**src/rtl/rsa_operand_loader.sv**
```systemverilog
// Byte-stream loader for the RSA decrypt datapath: assembles c, d and n
// big-endian operands, rejects zero moduli and stale partial frames, and
// holds the committed set until the consumer takes it.
module rsa_operand_loader #(
  parameter int unsigned WIDTH          = 128,
  parameter int unsigned TIMEOUT_CYCLES = 1024
) (
  input  logic             clk,
  input  logic             rst,
  input  logic [7:0]       in_data,
  input  logic             in_valid,
  output logic             in_ready,
  output logic [WIDTH-1:0] out_c,
  output logic [WIDTH-1:0] out_d,
  output logic [WIDTH-1:0] out_n,
  output logic             out_valid,
  input  logic             out_ready,
  output logic             frame_err
);

  localparam int unsigned B          = WIDTH / 8;
  localparam int unsigned CNT_W      = (B > 1) ? $clog2(B) : 1;
  localparam int unsigned IDLE_W     = (TIMEOUT_CYCLES > 1) ? $clog2(TIMEOUT_CYCLES) : 1;
  localparam bit          TIMEOUT_EN = (TIMEOUT_CYCLES != 0);
  localparam logic [CNT_W-1:0]  LAST_BYTE = CNT_W'(B - 1);
  localparam logic [IDLE_W-1:0] IDLE_LAST = IDLE_W'((TIMEOUT_CYCLES > 0) ? TIMEOUT_CYCLES - 1 : 0);

  typedef enum logic [1:0] {LOAD_C, LOAD_D, LOAD_N, HOLD} state_e;

  state_e             state_q, state_d;
  logic [CNT_W-1:0]   cnt_q, cnt_d;
  logic [IDLE_W-1:0]  idle_q, idle_d;
  logic [WIDTH-1:0]   sh_c_q, sh_c_d, sh_d_q, sh_d_d, sh_n_q, sh_n_d;
  logic [WIDTH-1:0]   out_c_q, out_c_d, out_d_q, out_d_d, out_n_q, out_n_d;
  logic               frame_err_q, frame_err_d;

  logic               accept;
  logic               mid_frame;
  logic               last_byte;
  logic [WIDTH-1:0]   c_asm, d_asm, n_asm;

  assign in_ready  = (state_q != HOLD);
  assign out_valid = (state_q == HOLD);
  assign out_c     = out_c_q;
  assign out_d     = out_d_q;
  assign out_n     = out_n_q;
  assign frame_err = frame_err_q;

  assign accept    = in_valid && in_ready;
  assign last_byte = (cnt_q == LAST_BYTE);
  assign mid_frame = (state_q == LOAD_D) || (state_q == LOAD_N) ||
                     ((state_q == LOAD_C) && (cnt_q != '0));
  assign c_asm     = (sh_c_q << 8) | WIDTH'(in_data);
  assign d_asm     = (sh_d_q << 8) | WIDTH'(in_data);
  assign n_asm     = (sh_n_q << 8) | WIDTH'(in_data);

  always_comb begin
    state_d     = state_q;
    cnt_d       = cnt_q;
    idle_d      = idle_q;
    sh_c_d      = sh_c_q;
    sh_d_d      = sh_d_q;
    sh_n_d      = sh_n_q;
    out_c_d     = out_c_q;
    out_d_d     = out_d_q;
    out_n_d     = out_n_q;
    frame_err_d = 1'b0;

    if (state_q == HOLD) begin
      idle_d = '0;
      if (out_ready) begin
        state_d = LOAD_C;
        cnt_d   = '0;
      end
    end else if (accept) begin
      idle_d = '0;
      cnt_d  = last_byte ? '0 : cnt_q + 1'b1;
      case (state_q)
        LOAD_C: begin
          sh_c_d = c_asm;
          if (last_byte) state_d = LOAD_D;
        end
        LOAD_D: begin
          sh_d_d = d_asm;
          if (last_byte) state_d = LOAD_N;
        end
        default: begin
          sh_n_d = n_asm;
          if (last_byte) begin
            if (n_asm != '0) begin
              out_c_d = sh_c_q;
              out_d_d = sh_d_q;
              out_n_d = n_asm;
              state_d = HOLD;
            end else begin
              frame_err_d = 1'b1;
              state_d     = LOAD_C;
            end
          end
        end
      endcase
    end else if (mid_frame && TIMEOUT_EN) begin
      // Expiry is the idle cycle that would bring the count to TIMEOUT_CYCLES.
      if (idle_q == IDLE_LAST) begin
        state_d     = LOAD_C;
        cnt_d       = '0;
        idle_d      = '0;
        sh_c_d      = '0;
        sh_d_d      = '0;
        sh_n_d      = '0;
        frame_err_d = 1'b1;
      end else begin
        idle_d = idle_q + 1'b1;
      end
    end else begin
      idle_d = '0;
    end
  end

  always_ff @(posedge clk or posedge rst) begin
    if (rst) begin
      state_q     <= LOAD_C;
      cnt_q       <= '0;
      idle_q      <= '0;
      sh_c_q      <= '0;
      sh_d_q      <= '0;
      sh_n_q      <= '0;
      out_c_q     <= '0;
      out_d_q     <= '0;
      out_n_q     <= '0;
      frame_err_q <= 1'b0;
    end else begin
      state_q     <= state_d;
      cnt_q       <= cnt_d;
      idle_q      <= idle_d;
      sh_c_q      <= sh_c_d;
      sh_d_q      <= sh_d_d;
      sh_n_q      <= sh_n_d;
      out_c_q     <= out_c_d;
      out_d_q     <= out_d_d;
      out_n_q     <= out_n_d;
      frame_err_q <= frame_err_d;
    end
  end

endmodule

```
**config.mk**
```make
export PLATFORM = sky130hd
export DESIGN_NAME = rsa_operand_loader
export DESIGN_NICKNAME = d
export VERILOG_FILES = /design/src/rtl/rsa_operand_loader.sv
export SDC_FILE = /design/constraint.sdc
export NUM_CORES = 1
export LEC_CHECK = 0
export ABC_CLOCK_PERIOD_IN_PS = 26400
export BUFFER_PORTS_ARGS = -buffer_cell sky130_fd_sc_hd__buf_2
export CAP_MARGIN = 20
export CORE_UTILIZATION = 52
export CTS_CLUSTER_DIAMETER = 50
export DETAILED_ROUTE_END_ITERATION = 10
export GPL_TIMING_DRIVEN = 0
export PLACE_DENSITY = 0.87
export SETUP_SLACK_MARGIN = 0.05
export SYNTH_ARGS = -nofsm -noshare
export SYNTH_HDL_FRONTEND = slang
export SYNTH_SLANG_ARGS = --single-unit
```
**constraint.sdc**
```tcl
create_clock -name clk -period 26.4 [get_ports clk]
set_clock_uncertainty 0.15 [all_clocks]
set_input_delay 5.28 -clock clk [delete_from_list [all_inputs] [get_ports clk]]
set_output_delay 5.28 -clock clk [all_outputs]
set_load 0.05 [all_outputs]
```
==> flow_summary.toml, run 1 <==
[outcome]
status = "complete, no violations"

[timing]
finalCritPeriodShare = 0.288
rsz0062_at_grt = "false"
tightest_slew_ns = 0.818
finalSetupTns_ns = 0
final_hold_viol_count = 0
slew_viol_final = 0
setup_viol = 0
timing.hold.ws_ns = 0.336
period_needed_ns = 7.59
clock.fmax_ghz = 0.132
slew-limit-headroom = 0.453

[power]
ir_drop_uv = 89.4
finalPower_uw = 3390
powerDensity_nw_per_um2 = 92.1
leakage_uw = 0.0188

[route]
vias = 20200
wirelength_um = 81200
avgViaCountPerCell = 5.90
firstDrtPassIters = 6
first_iter_violations = 1419
remaining_drc_errors = 0
wire_per_inst_um = 23.8
ant_nets = 0

[critical_path]
path_cells = "buf_2 > nor4_1 > nand4_1 > nor4_2 > a21oi_2 > buf_6 > buf_6 > mux2_1"
start_kind = "input pin"
cpMostUsedCell = "buf_6"
crit_fanout = 10
critical-path-max-stage-delay_ns = 0.50
required_ns = 26.72
crit_type = "in -> reg"
cp-end-kind = "flop"
cp_data_arrival_time_ns = 7.91
cp_slowest_cell = "nor4_1"
r2r_slack_ns = 23.17

[yosys]
yosysWarnings = 0
ys_types = 43
netlist_area_sq_um = 30700
synth-seq-cells = 777
syn_inst = 2086
ys_async_sr_fraction = 1.00
synth_nets = 2105
yosysSeqAreaShare = 0.633
ys.flop_type = "dfrtp_1"
synth_enable_flop_cells = 0
avgSynthCellArea_sq_um = 14.7

[clock_tree]
postCtsHoldBufs = 0
clock_latency_ns = 0.60
cts_resized = 0
clkSlewWorstSetupHoldPaths_ns = 0.06
h-tree-depth = 3
cts_buffer_depth = 3
post_cts_buffers = 0
cts_tree = "yes"
clock_sinks = 777
numCtsBuffers = 83
root_buffer = "clkbuf_16"

[floorplan]
initial_core_util = 0.530
fp-row-count = 88
core_area_sq_um = 58000
dieArea_sq_um = 60100
num_io_pins = 399
die_w_um = 245
die_h_um = 245

[grt]
antenna_found_initial = 3
grtUsageTotal = 0.272
grt_pass1_vias = 21200
grt_max_degree = 49
grt_pass1_wl_um = 127000
grt_overflow = 0

[finish]
final_core_utilization = 0.635
layout_common_cells = "777 x dfrtp_1, 429 x buf_2, 324 x mux2_4, 250 x a22o_1, 135 x nand3_1"
antenna_cells = 0
fin_nets = 2606
fill_cells = 3928
drive_gt1_frac = 0.366
area_growth_pct = 19.8
final_common_cell = "dfrtp_1"
fin_cells = 3416

[placement]
hpwl_um = 56500
dp_cells = 3267
gp_congestion = 0.892
portBuffers = 398

[flow_run]
cap_violations = 0

[min_path]
worst_hold_path_type = "reg -> reg"
## routing by layer
metal,wire (um),vias to the layer above,GRT usage
met1,32400,10400,0.351
met2,38500,916,0.431
met4,4400,6,0.143
li1,-,8611,-
met5,40,-,0
met3,5800,260,0.0600
## final timing paths
check,depth (start not counted),end,startpoint
hold / removal,1,out_d[125]$_DFFE_PP0P_,sh_d_q[125]$_DFFE_PP0P_
max in group asynchronous,6,sh_d_q[18]$_DFFE_PP0P_,rst
min in group asynchronous,2,out_c[103]$_DFFE_PP0P_,rst
setup / recovery,8,out_d[8]$_DFFE_PP0P_,in_data[1]
hold reg to reg,1,out_d[125]$_DFFE_PP0P_,sh_d_q[125]$_DFFE_PP0P_
setup reg to reg,7,out_d[8]$_DFFE_PP0P_,sh_n_q[64]$_DFFE_PP0P_
## state kept, by name, indices dropped and copies added, names as in the netlist
register and count:
cnt_q 4, out_n 128, sh_n_q 120, sh_c_q 128
sh_d_q 128, out_d 128, frame_err 1, idle_q 10
state_q 2, out_c 128
## area by class of cell
class	instances	area (sq um)	area share
clock inverter	32	395	0.0107
sequential	777	19400	0.528
buffer	155	921	0.0250
timing repair buffer	416	2350	0.0639
inverter	7	30.0	0.000816
clock buffer	117	2380	0.0646
multi-input combinational	1147	10300	0.281
tap	765	957	0.0260
## worst max-delay path, delay by kind of cell
family          cells  cell delay [ns]
compound gates      1             0.35
simple gates        3             1.22
mux                 1             0.34
buf+inv             3             0.68
## cells by family after synthesis
family,count (synthesis),synth area share
AND/OR/NAND/NOR,349,0.0545
adder cells (fa/ha/maj),7,0.00285
XOR/XNOR,8,0.00228
flip-flops,777,0.633
buffers and inverters,162,0.0308
AO/OA/AOI/OAI,399,0.0967
multiplexers,384,0.180
## power breakdown
group | total (uW) | internal (uW) | switching, uW
Sequential | 1540 | 1350 | 184
Combinational | 678 | 244 | 434
Clock | 1180 | 694 | 482
## metrics by stage
| stage | area (sq um) | setup WS (ns) |
|---|---|---|
| floorplan | 30700 | 10.31 |
| global placement | 33700 | 7.28 |
| detailed placement | 34000 | 18.04 |
| CTS | 36800 | 18.66 |
| global route | 36800 | 18.59 |
| finish | 36800 | 18.81 |
## cell usage after synthesis (2+ instances only)
cell type | count | share of area
dfrtp_1 | 777 | 0.63
mux2_4 | 324 | 0.16
a22o_1 | 250 | 0.071
nand3_1 | 135 | 0.022
nand2_1 | 133 | 0.016
o21ai_0 | 131 | 0.021
clkbuf_1 | 80 | 0.0098
buf_6 | 40 | 0.015
mux2_1 | 36 | 0.013
nor4_1 | 33 | 0.0067
buf_2 | 31 | 0.0050
mux2_2 | 24 | 0.0088
nor2_1 | 16 | 0.0020
nand4_1 | 12 | 0.0024
ha_1 | 7 | 0.0028
inv_1 | 7 | 0.00086
xor2_1 | 7 | 0.0020
a31oi_1 | 4 | 0.00081
buf_1 | 4 | 0.00049
a21oi_1 | 3 | 0.00049
and2_1 | 3 | 0.00061
and3_1 | 3 | 0.00061
and4_1 | 3 | 0.00086
a211o_1 | 2 | 0.00057
nand2b_1 | 2 | 0.00041
nor3_1 | 2 | 0.00033
No activity file was read; power rests on OpenSTA's default activity.
==> inputs of run 2 (changes only) <==
ABC_CLOCK_PERIOD_IN_PS = 7000   (was 26400)
CORE_UTILIZATION = 58   (was 52)
PLACE_DENSITY = 0.91   (was 0.87)
clock period = 7 ns   (was 26.4 ns; I/O delays follow)
==> run 2 against run 1 <==
  * Register-to-register slack lost 19 ns
  * Largest power group unchanged
  * Design area is 0.48% lower
  * Sequential cell count unchanged
  * Largest cell class unchanged
  * Non-clock buffer count is 2 higher
  * Worst hold slack worse by 0.00068 ns
  * Die area fell by 10%
  * Core utilization rose by 7.3 points
  * Global-route usage rose by 4.0 points
  * Cell count decreased by 2.6%
  * Sequential power rose to 3.8 times the previous value
==> flow_summary.toml, run 2 (same netlist as run 1, synthesis figures left out) <==
[clock_tree]
postCtsHoldBufs = 0
clock_latency_ns = 0.62
root_buffer = "clkbuf_16"
clkSlewWorstSetupHoldPaths_ns = 0.06
h-tree-depth = 3
cts_tree = "yes"
numCtsBuffers = 80
clock_sinks = 777
cts_resized = 0
post_cts_buffers = 0
cts_buffer_depth = 3

[critical_path]
start_kind = "input pin"
worst-path-stages = 8
r2r_start = "sh_n_q[7]$_DFFE_PP0P_"
rr_worst_depth = 7
path_cells = "buf_2 > nor4_1 > nand4_1 > nor4_2 > a21oi_2 > buf_6 > buf_6 > mux2_1"
cp_top_family = "simple AND/OR/NAND/NOR gates"
cp_data_arrival_time_ns = 3.94
critical-path-max-stage-delay_ns = 0.51
cpMostUsedCell = "buf_6"
crit_fanout = 10
required_ns = 7.33
r2r_slack_ns = 3.84
r2r-end = "out_n[15]$_DFFE_PP0P_"
crit_buf_inv = 3
crit_path_end = "out_n[15]$_DFFE_PP0P_"
cp-startpoint = "in_data[1]"
crit_type = "in -> reg"
cp_slowest_cell = "nor4_1"
cp-end-kind = "flop"

[power]
leakage_uw = 0.0187
powerDensity_nw_per_um2 = 347
ir_drop_uv = 363
finalPower_uw = 12700

[floorplan]
die_h_um = 232
fp-row-count = 83
num_io_pins = 399
initial_core_util = 0.593
dieArea_sq_um = 53900
die_w_um = 232
core_area_sq_um = 51800

[timing]
finalCritPeriodShare = 0.517
fin_ws_ns = 3.38
final_hold_viol_count = 0
setup_viol = 0
rsz0062_at_grt = "false"
clock.fmax_ghz = 0.276
period_needed_ns = 3.62
slew-limit-headroom = 0.457
tightest_slew_ns = 0.815
slew_viol_final = 0

[route]
wire_per_inst_um = 25.1
wirelength_um = 83600
ant_nets = 0
firstDrtPassIters = 7
avgViaCountPerCell = 6.22
remaining_drc_errors = 0
first_iter_violations = 1659
vias = 20700

[placement]
portBuffers = 398
hpwl_um = 56000
dpl_worst_slack_ns = 2.68
dp_cells = 3184
gp_congestion = 0.893

[grt]
antenna_found_initial = 2
grt_max_degree = 48
grt_pass1_vias = 21400
grt_pass1_wl_um = 129000
grt_overflow = 0
grtUsageTotal = 0.312

[finish]
final_common_cell = "dfrtp_1"
area_growth_pct = 19.2
drive_gt1_frac = 0.366
fin_cells = 3326
fin_nets = 2605
layout_common_cells = "777 x dfrtp_1, 429 x buf_2, 324 x mux2_4, 250 x a22o_1, 135 x nand3_1"

[flow_run]
cap_violations = 0

[outcome]
status = "complete, no violations"

[min_path]
worst_hold_path_type = "reg -> reg"
## run 2: cell count changes in the layout (fill, tap and decap cells not counted), moves of 2 or more
cell,delta
diode_2,+2
clkbuf_16,-2
inv_6,+3
clkbuf_1,-5
bufinv_16,-2
clkinv_4,-3
buf_12,+2
clkinvlp_4,-2
## run 2: layout make-up
cell class	instances	area, sq um
well taps	680	851
inverters	7	30.0
fillers	3049	15200
clock buffers	111	2320
clock inverters	29	337
plain buffers	155	921
diodes	2	5.00
repair buffers	418	2390
multi-input cells	1147	10300
flip-flops and latches	777	19400
## run 2: layer usage
layer / wire length (um) / up-vias / part of all wire / global-route usage
li1: - / 8577 / - / -
met4: 4460 / 0 / 0.053 / 0.165
met5: 0 / - / 0 / 0
met1: 32000 / 10700 / 0.38 / 0.401
met2: 40000 / 1144 / 0.48 / 0.494
met3: 7110 / 287 / 0.085 / 0.0736
## run 2: worst reg2reg max path, delay by kind of cell, from the launching register on
family	cells	cell delay [ns]
flip-flops	1	0.44
AND/OR/NAND/NOR	3	1.33
buffers and inverters	2	0.46
AO/OA/AOI/OAI	1	0.28
multiplexers	1	0.37
## run 2: worst min path at each step
stage                                       start  slack, ns                      end  cells past startpoint
after floorplan           sh_c_q[125]$_DFFE_PP0P_       0.31  sh_c_q[125]$_DFFE_PP0P_                      1
final                       out_n[75]$_DFFE_PP0P_       0.34    out_n[75]$_DFFE_PP0P_                      1
after detailed placement    out_c[18]$_DFFE_PP0P_       0.32    out_c[18]$_DFFE_PP0P_                      1
after CTS                   out_c[18]$_DFFE_PP0P_       0.34    out_c[18]$_DFFE_PP0P_                      1
after global routing         out_c[3]$_DFFE_PP0P_       0.35     out_c[3]$_DFFE_PP0P_                      1
after global placement     out_c[125]$_DFFE_PP0P_       0.31   out_c[125]$_DFFE_PP0P_                      1
## run 2: stage by stage
step                       util  hold WS (ns)  instance area [sq um]   TNS, ns
after floorplan               -         0.312                  30700  -4047.41
after global placement    0.648         0.315                  33600  -6435.51
after detailed placement  0.656         0.324                  34000         0
after CTS                 0.707         0.338                  36600         0
after global routing      0.707         0.355                  36600         0
final                     0.707         0.335                  36600         0
## run 2: report_power, final
part	switching (uW)	leakage [uW]	internal, uW
registers	697	0.0107	5110
clock network	1830	0.00130	2500
logic	1670	0.00671	923
==> inputs of run 3 (changes only) <==
ABC_CLOCK_PERIOD_IN_PS = 3200   (was 7000)
CORE_UTILIZATION = 52   (was 58)
PLACE_DENSITY = 0.87   (was 0.91)
clock period = 3.2 ns   (was 7 ns; I/O delays follow)
==> run 3 against run 2 <==
  * Sequential power increased by 120%
  * Register-to-register slack worse by 3.6 ns
  * Sequential share of layout area shrank 0.31 points
  * Count of clock-buffer cells in the layout increased by 6
  * First-iteration DRC count shrank 7.7%
  * Worst hold slack got worse by 0.29 ns
  * Global-route usage is 4.0 points lower
  * Via count decreased by 2.6%
  * Die area rose by 11%
  * Core utilization fell by 7.2 points
  * Highest routed layer is now met5
==> flow_summary.toml, run 3 (same netlist as run 1, synthesis figures left out) <==
[timing]
setup_viol = 0
finalCritPeriodShare = 0.930
tightest_slew_ns = 0.824
rsz0062_at_grt = "false"
period_needed_ns = 2.97
slew-limit-headroom = 0.449
clock.fmax_ghz = 0.336
final_hold_viol_count = 0
slew_viol_final = 0

[power]
finalPower_uw = 28000
p_switching_uw = 9100
internal_power_uw = 18900
p_seq_frac = 0.453
ir_drop_uv = 743
clkPwrFrac = 0.346
combPwrFrac = 0.201
powerDensity_nw_per_um2 = 760
leakage_uw = 0.0188
sw_frac_of_total = 0.325

[finish]
area_growth_pct = 19.9
drive_gt1_frac = 0.367
final_common_cell = "dfrtp_1"
fin_cells = 3419
layout_common_cells = "777 x dfrtp_1, 429 x buf_2, 324 x mux2_4, 250 x a22o_1, 135 x nand3_1"
fill_cells = 3926
fin_nets = 2608

[placement]
hpwl_um = 56500
portBuffers = 398
dp_cells = 3267
gp_congestion = 0.892

[clock_tree]
cts_tree = "yes"
clock_sinks = 777
cts_buffer_depth = 3
root_buffer = "clkbuf_16"
clock_latency_ns = 0.61
clkSlewWorstSetupHoldPaths_ns = 0.06
numCtsBuffers = 83
h-tree-depth = 3

[critical_path]
crit_fanout = 10
path_cells = "nor4_1 > nand4_1 > nor4_4 > a21oi_4 > buf_6 > buf_6 > mux2_1"
start_kind = "flop"
cpMostUsedCell = "buf_6"
critical-path-max-stage-delay_ns = 0.53
cp_slowest_cell = "nor4_4"
cp_data_arrival_time_ns = 3.30
crit_type = "reg -> reg"
cp-end-kind = "flop"
required_ns = 3.52

[outcome]
status = "complete, no violations"

[route]
remaining_drc_errors = 0
ant_nets = 0
avgViaCountPerCell = 5.90
firstDrtPassIters = 5
wire_per_inst_um = 23.8
vias = 20200
wirelength_um = 81200
first_iter_violations = 1532

[floorplan]
initial_core_util = 0.530
num_io_pins = 399
die_h_um = 245
die_w_um = 245
fp-row-count = 88
core_area_sq_um = 58000
dieArea_sq_um = 60100

[grt]
grt_max_degree = 49
antenna_found_initial = 2
grtUsageTotal = 0.272
grt_pass1_vias = 21200
grt_pass1_wl_um = 127000
grt_overflow = 0

[flow_run]
cap_violations = 0

[min_path]
worst_hold_path_type = "in -> async"
## run 3: stage by stage
stage	util	TNS [ns]	setup WS, ns	hold WS, ns	cell area, sq um
after floorplan	-	-6409.49	-8.25	0.312	30700
after global placement	0.581	-8859.69	-11.28	0.315	33700
after detailed placement	0.587	-174.20	-0.523	0.323	34000
after CTS	0.635	0	0.0744	0.0287	36900
after global routing	0.635	0	0.111	0.0767	36900
final	0.635	0	0.225	0.0406	36900
## run 3: final cells by class
class                      instances  area (sq um)  area share
sequential                       777         19400       0.527
multi-input combinational       1147         10400       0.281
clock inverter                    32           395      0.0107
tap                              765           957      0.0260
inverter                           7          30.0    0.000815
timing repair buffer             418          2370      0.0642
antenna                            1          2.50   0.0000679
buffer                           155           922      0.0250
clock buffer                     117          2380      0.0645
## run 3: path summary, 6_finish.rpt
kind	from	to	slack, ns	cells after the start
max	sh_n_q[92]$_DFFE_PP0P_	out_d[8]$_DFFE_PP0P_	0.23	7
min	rst	out_c[103]$_DFFE_PP0P_	0.04	2
max reg2reg	sh_n_q[92]$_DFFE_PP0P_	out_d[8]$_DFFE_PP0P_	0.23	7
min reg2reg	sh_d_q[125]$_DFFE_PP0P_	out_d[125]$_DFFE_PP0P_	0.34	1
max in group asynchronous	rst	sh_d_q[18]$_DFFE_PP0P_	1.27	6
min in group clk	out_ready	cnt_q[2]$_DFFE_PP0P_	0.28	3
## run 3: worst max-delay path: cells and delay by family (launching register included)
family,cells,cell delay (ns)
buffers and inverters,2,0.42
flip-flops,1,0.42
AO/OA/AOI/OAI,1,0.23
multiplexers,1,0.34
AND/OR/NAND/NOR,3,1.25
## run 3: timing repair
action / in CTS / in global routing
buffers inserted: 2 / 0
hold buffers: 0 / 0
pin swaps: 1 / 0
gates resized for setup: 2 / 3
setup endpoints to repair: 380 / 203
## run 3: metal layers
| metal | wire [um] | share of wire | global-route usage | vias up |
|---|---|---|---|---|
| met5 | 12 | 0.00015 | 0 | - |
| met4 | 4470 | 0.055 | 0.142 | 2 |
| met3 | 5950 | 0.073 | 0.0597 | 264 |
| met2 | 38400 | 0.47 | 0.432 | 933 |
| met1 | 32400 | 0.40 | 0.351 | 10400 |
| li1 | - | - | - | 8620 |
## run 3: power by group through the flow
stage                     registers (uW)  clock network, uW  logic [uW]
final                              12700               9700        5620
after global routing               12800              10200        5970
after CTS                          12700               9830        5620
after detailed placement           12800                  0        5550
after global placement             12700                  0        5290
after floorplan                    13700                  0        2790
